`src/rtl/nanocalc_pkg.sv`:
```
// Shared types for the nanocalc accumulator sequencer: ALU op codes,
// sequencer FSM states and the packed command word held in the FIFO.
package nanocalc_pkg;

    localparam logic [2:0] OP_ADD = 3'b000;
    localparam logic [2:0] OP_SUB = 3'b001;
    localparam logic [2:0] OP_AND = 3'b010;
    localparam logic [2:0] OP_OR  = 3'b011;
    localparam logic [2:0] OP_XOR = 3'b100;
    localparam logic [2:0] OP_NOT = 3'b101;
    localparam logic [2:0] OP_SHL = 3'b110;
    localparam logic [2:0] OP_EQ  = 3'b111;

    typedef enum logic [1:0] {
        IDLE = 2'd0,
        EXEC = 2'd1,
        RESP = 2'd2
    } state_t;

    typedef struct packed {
        logic       load;
        logic [2:0] op;
        logic [3:0] data;
    } instr_t;

endpackage

```
`src/rtl/nanocalc_alu_core.sv`:
```
// Combinational 4-bit ALU. Operand A is the accumulator, B the command data.
// For subtraction the carry output is the borrow out of bit 3.
module nanocalc_alu_core
    import nanocalc_pkg::*;
(
    input  logic [3:0] a,
    input  logic [3:0] b,
    input  logic [2:0] op,
    input  logic       cin,
    output logic [3:0] result,
    output logic       carry,
    output logic       zero
);

    logic [4:0] wide;

    // Op decode; carry is bit 4 of the widened result except where overridden.
    always_comb begin
        wide = 5'b0;
        case (op)
            OP_ADD: wide = {1'b0, a} + {1'b0, b} + {4'b0, cin};
            OP_SUB: wide = {1'b0, a} - {1'b0, b} - {4'b0, cin};
            OP_AND: wide = {1'b0, a & b};
            OP_OR:  wide = {1'b0, a | b};
            OP_XOR: wide = {1'b0, a ^ b};
            OP_NOT: wide = {1'b0, ~a};
            OP_SHL: wide = {a, 1'b0};
            OP_EQ:  wide = (a == b) ? 5'b1_0001 : 5'b0_0000;
            default: wide = 5'b0;
        endcase
        result = wide[3:0];
        carry  = wide[4];
        zero   = (wide[3:0] == 4'b0);
    end

endmodule

```
`src/rtl/nanocalc_seq.sv`:
```
// Accumulator sequencer: a small command FIFO feeds the ALU, each result is
// written back to the accumulator and presented on the result port.
// Build option: define NANOCALC_ADC_EN to feed the carry flag into add/sub
// (add-with-carry / subtract-with-borrow for multi-nibble chaining).
//
// state | meaning
// IDLE  | nothing in flight; pops the FIFO when it is non-empty
// EXEC  | instruction register valid; acc/flags update on this edge
// RESP  | result held on res_*; next pop happens on the res_ready edge
module nanocalc_seq
    import nanocalc_pkg::*;
#(
    parameter int DEPTH = 4
) (
    input  logic       clk,
    input  logic       rst_n,
    input  logic       clr,
    input  logic       cmd_valid,
    output logic       cmd_ready,
    input  logic       cmd_load,
    input  logic [2:0] cmd_op,
    input  logic [3:0] cmd_data,
    output logic       res_valid,
    input  logic       res_ready,
    output logic [3:0] res_acc,
    output logic       res_carry,
    output logic       res_zero,
    output logic       busy
);

    localparam int PW = $clog2(DEPTH);
    localparam logic [PW:0] FULL_CNT = (PW + 1)'(DEPTH);

    instr_t          mem [DEPTH];
    logic [PW-1:0]   wr_ptr, rd_ptr;
    logic [PW:0]     count;
    logic            full, empty, push, pop;

    state_t          state_q, state_d;
    instr_t          instr_q;
    logic [3:0]      acc_q;
    logic            carry_q, zero_q, res_valid_q;

    logic [3:0]      alu_result;
    logic            alu_carry, alu_zero, alu_cin;

    assign full      = (count == FULL_CNT);
    assign empty     = (count == '0);
    assign cmd_ready = !full && !clr;
    assign push      = cmd_valid && cmd_ready;

`ifdef NANOCALC_ADC_EN
    assign alu_cin = carry_q;
`else
    assign alu_cin = 1'b0;
`endif

    nanocalc_alu_core u_alu (
        .a      (acc_q),
        .b      (instr_q.data),
        .op     (instr_q.op),
        .cin    (alu_cin),
        .result (alu_result),
        .carry  (alu_carry),
        .zero   (alu_zero)
    );

    // Next-state and FIFO pop decode.
    always_comb begin
        state_d = state_q;
        pop     = 1'b0;
        case (state_q)
            IDLE: begin
                if (!empty) begin
                    pop     = 1'b1;
                    state_d = EXEC;
                end
            end
            EXEC: state_d = RESP;
            RESP: begin
                if (res_ready) begin
                    if (!empty) begin
                        pop     = 1'b1;
                        state_d = EXEC;
                    end else begin
                        state_d = IDLE;
                    end
                end
            end
            default: state_d = IDLE;
        endcase
    end

    // FSM state, instruction register and registered res_valid.
    always_ff @(posedge clk or negedge rst_n) begin
        if (!rst_n) begin
            state_q     <= IDLE;
            instr_q     <= '0;
            res_valid_q <= 1'b0;
        end else if (clr) begin
            state_q     <= IDLE;
            res_valid_q <= 1'b0;
        end else begin
            state_q     <= state_d;
            res_valid_q <= (state_d == RESP);
            if (pop) instr_q <= mem[rd_ptr];
        end
    end

    // FIFO storage; no reset needed since count gates every read.
    always_ff @(posedge clk) begin
        if (push) mem[wr_ptr] <= '{load: cmd_load, op: cmd_op, data: cmd_data};
    end

    // FIFO pointers and occupancy; clr flushes everything queued.
    always_ff @(posedge clk or negedge rst_n) begin
        if (!rst_n) begin
            wr_ptr <= '0;
            rd_ptr <= '0;
            count  <= '0;
        end else if (clr) begin
            wr_ptr <= '0;
            rd_ptr <= '0;
            count  <= '0;
        end else begin
            if (push) wr_ptr <= wr_ptr + 1'b1;
            if (pop)  rd_ptr <= rd_ptr + 1'b1;
            case ({push, pop})
                2'b10:   count <= count + 1'b1;
                2'b01:   count <= count - 1'b1;
                default: count <= count;
            endcase
        end
    end

    // Accumulator and flags written back in EXEC.
    always_ff @(posedge clk or negedge rst_n) begin
        if (!rst_n) begin
            acc_q   <= 4'h0;
            carry_q <= 1'b0;
            zero_q  <= 1'b1;
        end else if (clr) begin
            acc_q   <= 4'h0;
            carry_q <= 1'b0;
            zero_q  <= 1'b1;
        end else if (state_q == EXEC) begin
            if (instr_q.load) begin
                acc_q   <= instr_q.data;
                carry_q <= 1'b0;
                zero_q  <= (instr_q.data == 4'h0);
            end else begin
                acc_q   <= alu_result;
                carry_q <= alu_carry;
                zero_q  <= alu_zero;
            end
        end
    end

    assign res_valid = res_valid_q;
    assign res_acc   = acc_q;
    assign res_carry = carry_q;
    assign res_zero  = zero_q;
    assign busy      = (state_q != IDLE) || !empty;

endmodule
```
`config.mk`:
```
export PLATFORM = sky130hd
export DESIGN_NAME = nanocalc_seq
export DESIGN_NICKNAME = d
export VERILOG_FILES = /design/src/rtl/nanocalc_pkg.sv /design/src/rtl/nanocalc_alu_core.sv /design/src/rtl/nanocalc_seq.sv
export SDC_FILE = /design/constraint.sdc
export NUM_CORES = 1
export LEC_CHECK = 0
export ABC_AREA = 1
export CORE_MARGIN = 2
export CORE_UTILIZATION = 40
export DETAILED_ROUTE_END_ITERATION = 10
export GPL_ROUTABILITY_DRIVEN = 0
export GPL_TIMING_DRIVEN = 0
export SYNTH_ARGS = -nofsm -noshare
export SYNTH_HDL_FRONTEND = slang
export SYNTH_SLANG_ARGS = --single-unit
```
`constraint.sdc`:
```
create_clock -name clk -period 2.4 [get_ports clk]
set_input_delay 0.48 -clock clk [delete_from_list [all_inputs] [get_ports clk]]
set_output_delay 0.48 -clock clk [all_outputs]
set_load 0.01 [all_outputs]
```
==> PnR_summary.wiki, run 1 <==
{| class="wikitable"
! Metric !! Value
|-
| Largest net degree at the start of global routing || 25
|-
| Kind of launch point of the worst setup path || flip-flop
|-
| CTS Hold Buffers Added || 0
|-
| Multi-input gate area || 1310 um^2
|-
| Min Tclk post-route || 2.12 ns
|-
| Via Count || 2230
|-
| Worst ir drop on vdd || 0.390 mV
|-
| Critical setup path kind || reg -> out
|-
| #FFs+latches synth || 56
|-
| Clk pin slew, worst setup/hold paths || 0.10 ns
|-
| Slowest-stage cell, CP || sky130_fd_sc_hd__clkdlybuf4s50_1
|-
| CTS tree || done
|-
| Number of global-route vias before repair || 2108
|-
| Master cell of the clock root buffer || sky130_fd_sc_hd__clkbuf_8
|-
| Min-delay src || state_q[1]
|-
| Length in cells of the worst reg-to-reg path || 11
|-
| CTS Buf Count || 5
|-
| Fraction of final layout cells with drive strength greater than 1 || 13.0%
|-
| Slew Limit Fails || 0
|-
| All-layer global routing usage || 15.7%
|-
| Maximum net fanout on the critical path || 3
|-
| Clock sink count || 56
|-
| Clk buf depth || 2
|-
| Total wire length after detailed routing || 6.23 mm
|-
| First-pass iteration count of the detailed router || 4
|-
| Cell leakage power || 1.46 nW
|-
| Die outline height || 91.7 um
|-
| Worst setup path startpoint || count[0]
|-
| Antenna diode count || 0
|-
| Fin Clk Skew || 0.00256 ns
|-
| Mapped cell area || 3070 um^2
|-
| Setup slack after layout || 0.281 ns
|-
| Sequential cell area || 1560 um^2
|-
| Setup-violating endpoint count in the final report || 0
|-
| Reg-to-Reg Start || res_acc[0]
|-
| Port-buffer cells || 21
|-
| Number of antenna violations at the first check in global routing || 0
|-
| Cell Rows || 31
|-
| Total power consumption of the routed design || 4.07 mW
|-
| Starting utilization of the core area || 41.9%
|-
| Wire length of the first global-routing pass || 10.4 mm
|-
| Capture instance of the worst register-to-register path || res_zero
|-
| Net count of the finished layout || 378
|-
| Data required time at the worst endpoint || 1.92 ns
|-
| Internal power consumption || 2.25 mW
|-
| Combinational share of power || 52.5%
|-
| Library cells used by synthesis || 37
|-
| Number of failing hold endpoints at the final stage || 0
|-
| Outcome || finished, final reports clean
|-
| Post-route clock period utilization || 88.3%
|-
| Sequential group share of total power || 34.3%
|-
| Clock share of power || 13.2%
|-
| HPWL after DPL || 4.65 mm
|-
| Tightest Hold Check Type || reg -> reg
|-
| Switching power share of the total || 44.6%
|-
| Hold Path Stages || 1
|-
| Post-synth net total || 350
|-
| Crit-path max cell delay || 0.58 ns
|-
| Register-to-register setup slack || 0.35 ns
|-
| Arrival time of data at the critical path endpoint || 1.64 ns
|-
| Drt drc || 0
|-
| Asr flop ratio synth || 42.9%
|-
| Average cell area after synthesis || 9.66 um^2
|-
| Post-placement setup slack || -0.181 ns
|-
| Final antenna-violating net count || 0
|-
| Top-level I/O count || 22
|-
| Total overflow reported by the global router || 0
|-
| Htree depth || 2
|-
| DR WL/cell || 14.0 um
|-
| Die Area || 8400 um^2
|-
| Transition time at the pin with the least slew margin || 1.05 ns
|-
| Max-Cap Viols || 0
|-
| Worst slew margin || 29.7%
|-
| Hold Path End || state_q[1]
|-
| Sequential area share after synthesis || 50.9%
|-
| Main flop type after synthesis || sky130_fd_sc_hd__edfxtp_1
|-
| Cell count after synthesis || 318
|-
| Violation count after the first detailed-route iteration || 70
|-
| Synth-to-layout area growth || 14.4%
|-
| Number of warning messages in the yosys log || 0
|-
| Power spent charging and discharging nets || 1.82 mW
|-
| Per-cell via count in the routed design || 5.00
|-
| F_max || 472 MHz
|-
| EDFF count, synth || 32
|-
| RSZ-0062 raised after global routing || false
|-
| Clock latency on the worst-skew pair || 0.30 ns
|-
| # fillers || 686
|-
| Floorplan Core Area || 7330 um^2
|-
| Areal power density over the cells || 1160 nW/um^2
|-
| DIE WIDTH || 91.7 um
|-
| Sort of element at the end of the critical path || primary output
|-
| Critical Path, Cell by Cell || inv_1 > a31oi_4 > clkdlybuf4s50_1
|}
[through the flow]
| stage | instances | hold slack, ns | cell area [um^2] | TNS, ns | utilization, % |
|---|---|---|---|---|---|
| 6_report | 446 | 0.520 | 3510 | 0 | 47.9 |
| 4_1_cts | 446 | 0.516 | 3500 | 0 | 47.8 |
| 3_5_place_dp | 438 | 0.498 | 3410 | -3.08 | 46.5 |
| 3_3_place_gp | 438 | 0.492 | 3410 | -3.40 | 46.5 |
| 5_1_grt | 446 | 0.537 | 3510 | 0 | 47.9 |
| 2_1_floorplan | 318 | 0.184 | 3070 | 0 | - |
[registers in the layout (all words and copies together), names as in the netlist]
register   count
mem           32
instr_q        8
res_acc        4
count          3
rd_ptr         2
state_q        2
wr_ptr         2
res_carry      1
res_valid      1
res_zero       1
[cell usage in the layout, fill, tap and decap left out, types with 2 or more instances in the layout]
master / Yosys / routed
sky130_fd_sc_hd__nor2_1: 49 / 49
sky130_fd_sc_hd__nand2_1: 41 / 41
sky130_fd_sc_hd__inv_1: 32 / 32
sky130_fd_sc_hd__edfxtp_1: 32 / 32
sky130_fd_sc_hd__o21ai_0: 31 / 31
sky130_fd_sc_hd__dfrtp_1: 23 / 23
sky130_fd_sc_hd__clkdlybuf4s50_1: 0 / 20
sky130_fd_sc_hd__nand3_1: 17 / 17
sky130_fd_sc_hd__ha_1: 16 / 16
sky130_fd_sc_hd__o22ai_1: 11 / 11
sky130_fd_sc_hd__a21oi_1: 9 / 9
sky130_fd_sc_hd__o21ai_2: 8 / 8
sky130_fd_sc_hd__nor3_1: 5 / 5
sky130_fd_sc_hd__clkbuf_8: 0 / 5
sky130_fd_sc_hd__nand2_4: 4 / 4
sky130_fd_sc_hd__nand4_1: 4 / 4
sky130_fd_sc_hd__nand2_2: 3 / 3
sky130_fd_sc_hd__a21oi_2: 3 / 3
sky130_fd_sc_hd__fa_1: 3 / 3
sky130_fd_sc_hd__inv_4: 2 / 2
sky130_fd_sc_hd__buf_4: 2 / 2
sky130_fd_sc_hd__buf_6: 2 / 2
sky130_fd_sc_hd__inv_2: 2 / 2
sky130_fd_sc_hd__nand3_2: 2 / 2
sky130_fd_sc_hd__xnor2_1: 2 / 2
sky130_fd_sc_hd__buf_2: 2 / 2
[critical path: cells and delay by family (launching register included)]
kind                   cells  cell delay, ns
AOI/OAI and AO/OA          1            0.22
DFF                        1            0.42
buffers and inverters      2            0.69
[layout make-up]
cell class                      count  share of cell area [%]
Sequential cell                    56                    44.5
Multi-Input combinational cell    218                    37.3
Timing Repair Buffer               21                    6.05
Inverter                           36                    3.99
Tap cell                           99                    3.52
Clock buffer                        5                    1.96
Buffer                              8                    1.89
Clock inverter                      3                   0.783
[power groups by stage]
stage,registers (mW),logic [mW],clock network [mW]
floorplan,1.38,1.58,0
global placement,1.41,2.12,0
detailed placement,1.42,2.13,0
CTS,1.40,2.14,0.547
global route,1.43,2.43,0.593
finish,1.40,2.14,0.535
[how the worst max path moves through the flow]
stage,depth (start not counted),to,slack (ns)
floorplan,9,count[2],0.45
global placement,10,count[2],-0.15
detailed placement,10,count[2],-0.18
CTS,3,cmd_ready,0.01
global route,3,busy,0.17
finish,3,cmd_ready,0.28
[kinds of logic (layout without fill, tap and decap cells)]
| kind of cell | count (synthesis) | after routing | synth area share (%) |
|---|---|---|---|
| buffers and inverters | 44 | 73 | 6.72 |
| XOR/XNOR | 3 | 3 | 0.855 |
| AO/OA/AOI/OAI | 67 | 67 | 13.6 |
| AND/OR/NAND/NOR | 129 | 129 | 19.5 |
| flip-flops | 56 | 56 | 50.9 |
| adder cells (fa/ha/maj) | 19 | 19 | 8.47 |
[layer usage]
layer	GRT usage (%)	share of wire, %	vias up
met5	0	0	-
met4	4.04	0.47	0
met3	2.38	2.8	2
met2	26.0	50	37
met1	21.6	47	1053
li1	-	-	1138
[cell usage after synthesis, drive strengths merged, types with 2 or more instances]
library cell / n / area, um^2
nor2: 51 / 210
nand2: 48 / 218
o21ai: 39 / 225
inv: 36 / 140
edfxtp: 32 / 961
dfrtp: 23 / 576
nand3: 19 / 105
ha: 16 / 200
a21oi: 12 / 71.3
o22ai: 11 / 68.8
buf: 7 / 62.6
nor3: 5 / 25.0
nand4: 4 / 25.0
fa: 3 / 60.1
a31oi: 2 / 18.8
xnor2: 2 / 17.5
[what timing repair did]
action,in CTS,in global routing
buffers inserted,0,0
setup endpoints to repair,0,2
resized for setup,0,2
(Power assumes the default switching activity.)
==> run 2, diff against run 1 <==
CORE_ASPECT_RATIO = 1.2   (was default)
==> run 2 against run 1 <==
Effect of this change:
- utilization down 1.5 points
- fmax decreased by 8.9%
- via count up 1.3%
- clock skew is 0.0017 ns higher
- sequential share of layout area down 0.095 points
- clock-buffer cell count stayed put
- sequential cell count stayed put
- largest cell class unchanged
- highest routed layer unchanged
==> PnR_summary.wiki, run 2 (synthesis gave the netlist of run 1 again) <==
{| class="wikitable"
! Metric !! Value
|-
| Arrival time of data at the critical path endpoint || 1.84 ns
|-
| Port-buffer cells || 21
|-
| Min-delay src || state_q[1]
|-
| Sort of element at the end of the critical path || primary output
|-
| Synth-to-layout area growth || 14.6%
|-
| HPWL after DPL || 4.67 mm
|-
| Tightest Hold Check Type || reg -> reg
|-
| DR WL/cell || 14.4 um
|-
| Kind of launch point of the worst setup path || input port
|-
| Crit-path max cell delay || 0.57 ns
|-
| Most frequent standard cell in the layout excluding fill and tap cells || sky130_fd_sc_hd__nor2_1
|-
| DIE WIDTH || 84.0 um
|-
| Floorplan Core Area || 7580 um^2
|-
| Cell leakage power || 1.46 nW
|-
| Htree depth || 2
|-
| Worst ir drop on vdd || 0.630 mV
|-
| Clk pin slew, worst setup/hold paths || 0.10 ns
|-
| Areal power density over the cells || 1190 nW/um^2
|-
| Max-Cap Viols || 0
|-
| Per-cell via count in the routed design || 5.15
|-
| Drt drc || 0
|-
| Critical Path, Cell by Cell || clkdlybuf4s50_1 > a31oi_4 > clkdlybuf4s50_1
|-
| Clk buf depth || 2
|-
| CTS tree || done
|-
| Sequential cell area || 1560 um^2
|-
| Worst setup path startpoint || clr
|-
| All-layer global routing usage || 15.8%
|-
| Clock latency on the worst-skew pair || 0.31 ns
|-
| Starting utilization of the core area || 40.6%
|-
| Die Area || 8400 um^2
|-
| Violation count after the first detailed-route iteration || 69
|-
| Final core area utilization || 46.5%
|-
| Outcome || finished, final reports clean
|-
| Post-placement setup slack || -0.181 ns
|-
| Highest-count cells in the layout ignoring fill and taps || 49 x sky130_fd_sc_hd__nor2_1, 41 x sky130_fd_sc_hd__nand2_1, 32 x sky130_fd_sc_hd__inv_1, 32 x sky130_fd_sc_hd__edfxtp_1, 31 x sky130_fd_sc_hd__o21ai_0
|-
| Number of failing hold endpoints at the final stage || 0
|-
| Master cell of the clock root buffer || sky130_fd_sc_hd__clkbuf_8
|-
| Critical setup path kind || in -> out
|-
| Data required time at the worst endpoint || 1.92 ns
|-
| # fillers || 717
|-
| Sum Neg Setup Slack || 0 ns
|-
| CTS Buf Count || 5
|-
| Number of global-route vias before repair || 2263
|-
| Total wire length after detailed routing || 6.31 mm
|-
| Min Tclk post-route || 2.32 ns
|-
| Post-route clock period utilization || 96.9%
|-
| Die outline height || 100 um
|-
| Clock sink count || 56
|-
| Net count of the finished layout || 378
|-
| Setup slack after layout || 0.0752 ns
|-
| Worst slew margin || 26.7%
|-
| Slowest-stage cell, CP || sky130_fd_sc_hd__clkdlybuf4s50_1
|-
| Maximum net fanout on the critical path || 5
|-
| RSZ-0062 raised after global routing || false
|-
| Count of buffers added by post-CTS timing repair for setup || 0
|-
| Wire length of the first global-routing pass || 10.7 mm
|-
| Largest Register || mem
|-
| Final antenna-violating net count || 0
|-
| Most prevalent standard cell on the critical path || sky130_fd_sc_hd__clkdlybuf4s50_1
|-
| F_max || 430 MHz
|-
| Multi-input gate area || 1310 um^2
|-
| Via Count || 2259
|-
| Number of antenna violations at the first check in global routing || 0
|-
| Reg-to-Reg Start || res_acc[0]
|-
| Total overflow reported by the global router || 0
|-
| Slew Limit Fails || 0
|-
| Setup-violating endpoint count in the final report || 0
|-
| Number of flip-flops under the largest register name || 32
|-
| Antenna diode count || 0
|-
| Fin Clk Skew || 0.00429 ns
|-
| Transition time at the pin with the least slew margin || 1.10 ns
|-
| Largest net degree at the start of global routing || 25
|-
| Top-level I/O count || 22
|-
| First-pass iteration count of the detailed router || 4
|-
| Fraction of final layout cells with drive strength greater than 1 || 13.0%
|-
| Cell Rows || 35
|}
[run 2: timing repair]
item / 4_1_cts / 5_1_grt
setup endpoints to repair: 0 / 2
hold buffers: 0 / 0
gates resized for setup: 0 / 1
[run 2: final timing paths]
check / end / cells past startpoint / slack [ns]
worst max-delay path: cmd_ready / 3 / 0.08
worst min-delay path: state_q[1] / 1 / 0.50
worst max register to register: res_zero / 11 / 0.30
worst min register to register: state_q[1] / 1 / 0.50
max in group asynchronous: rd_ptr[0] / 1 / 0.99
min in group asynchronous: res_carry / 1 / 0.76
[run 2: layer usage]
metal	vias up	wire length (um)	GRT usage [%]	share of wire, %
met4	0	140	5.71	2.2
met5	-	0	0	0
li1	1126	-	-	-
met1	1064	2810	19.6	45
met2	57	3170	28.1	50
met3	12	188	2.30	3.0
[run 2: power breakdown]
| group | internal (mW) | switching (mW) |
|---|---|---|
| logic | 0.834 | 1.33 |
| clock network | 0.315 | 0.314 |
| registers | 1.21 | 0.185 |
[run 2: final cells by class]
class | count | share of cell area [%]
timing repair buffer | 21 | 5.97
clock buffer | 5 | 1.95
multi-input combinational | 218 | 37.3
tap | 92 | 3.27
buffer | 8 | 1.88
clock inverter | 3 | 1.31
inverter | 36 | 3.98
sequential | 56 | 44.4
[run 2: stage by stage]
step           total power, mW  hold slack (ns)  cell area (um^2)  std cells
2_1_floorplan             2.97            0.184              3070        318
3_3_place_gp              3.52            0.481              3400        431
3_5_place_dp              3.55            0.488              3400        431
4_1_cts                   4.20            0.503              3510        439
5_1_grt                   4.53            0.541              3520        439
6_report                  4.19            0.500              3520        439
[run 2: worst max-delay path: cells and delay by family]
| kind | cells | cell delay (ns) |
|---|---|---|
| compound gates | 1 | 0.26 |
| buf+inv | 2 | 1.11 |
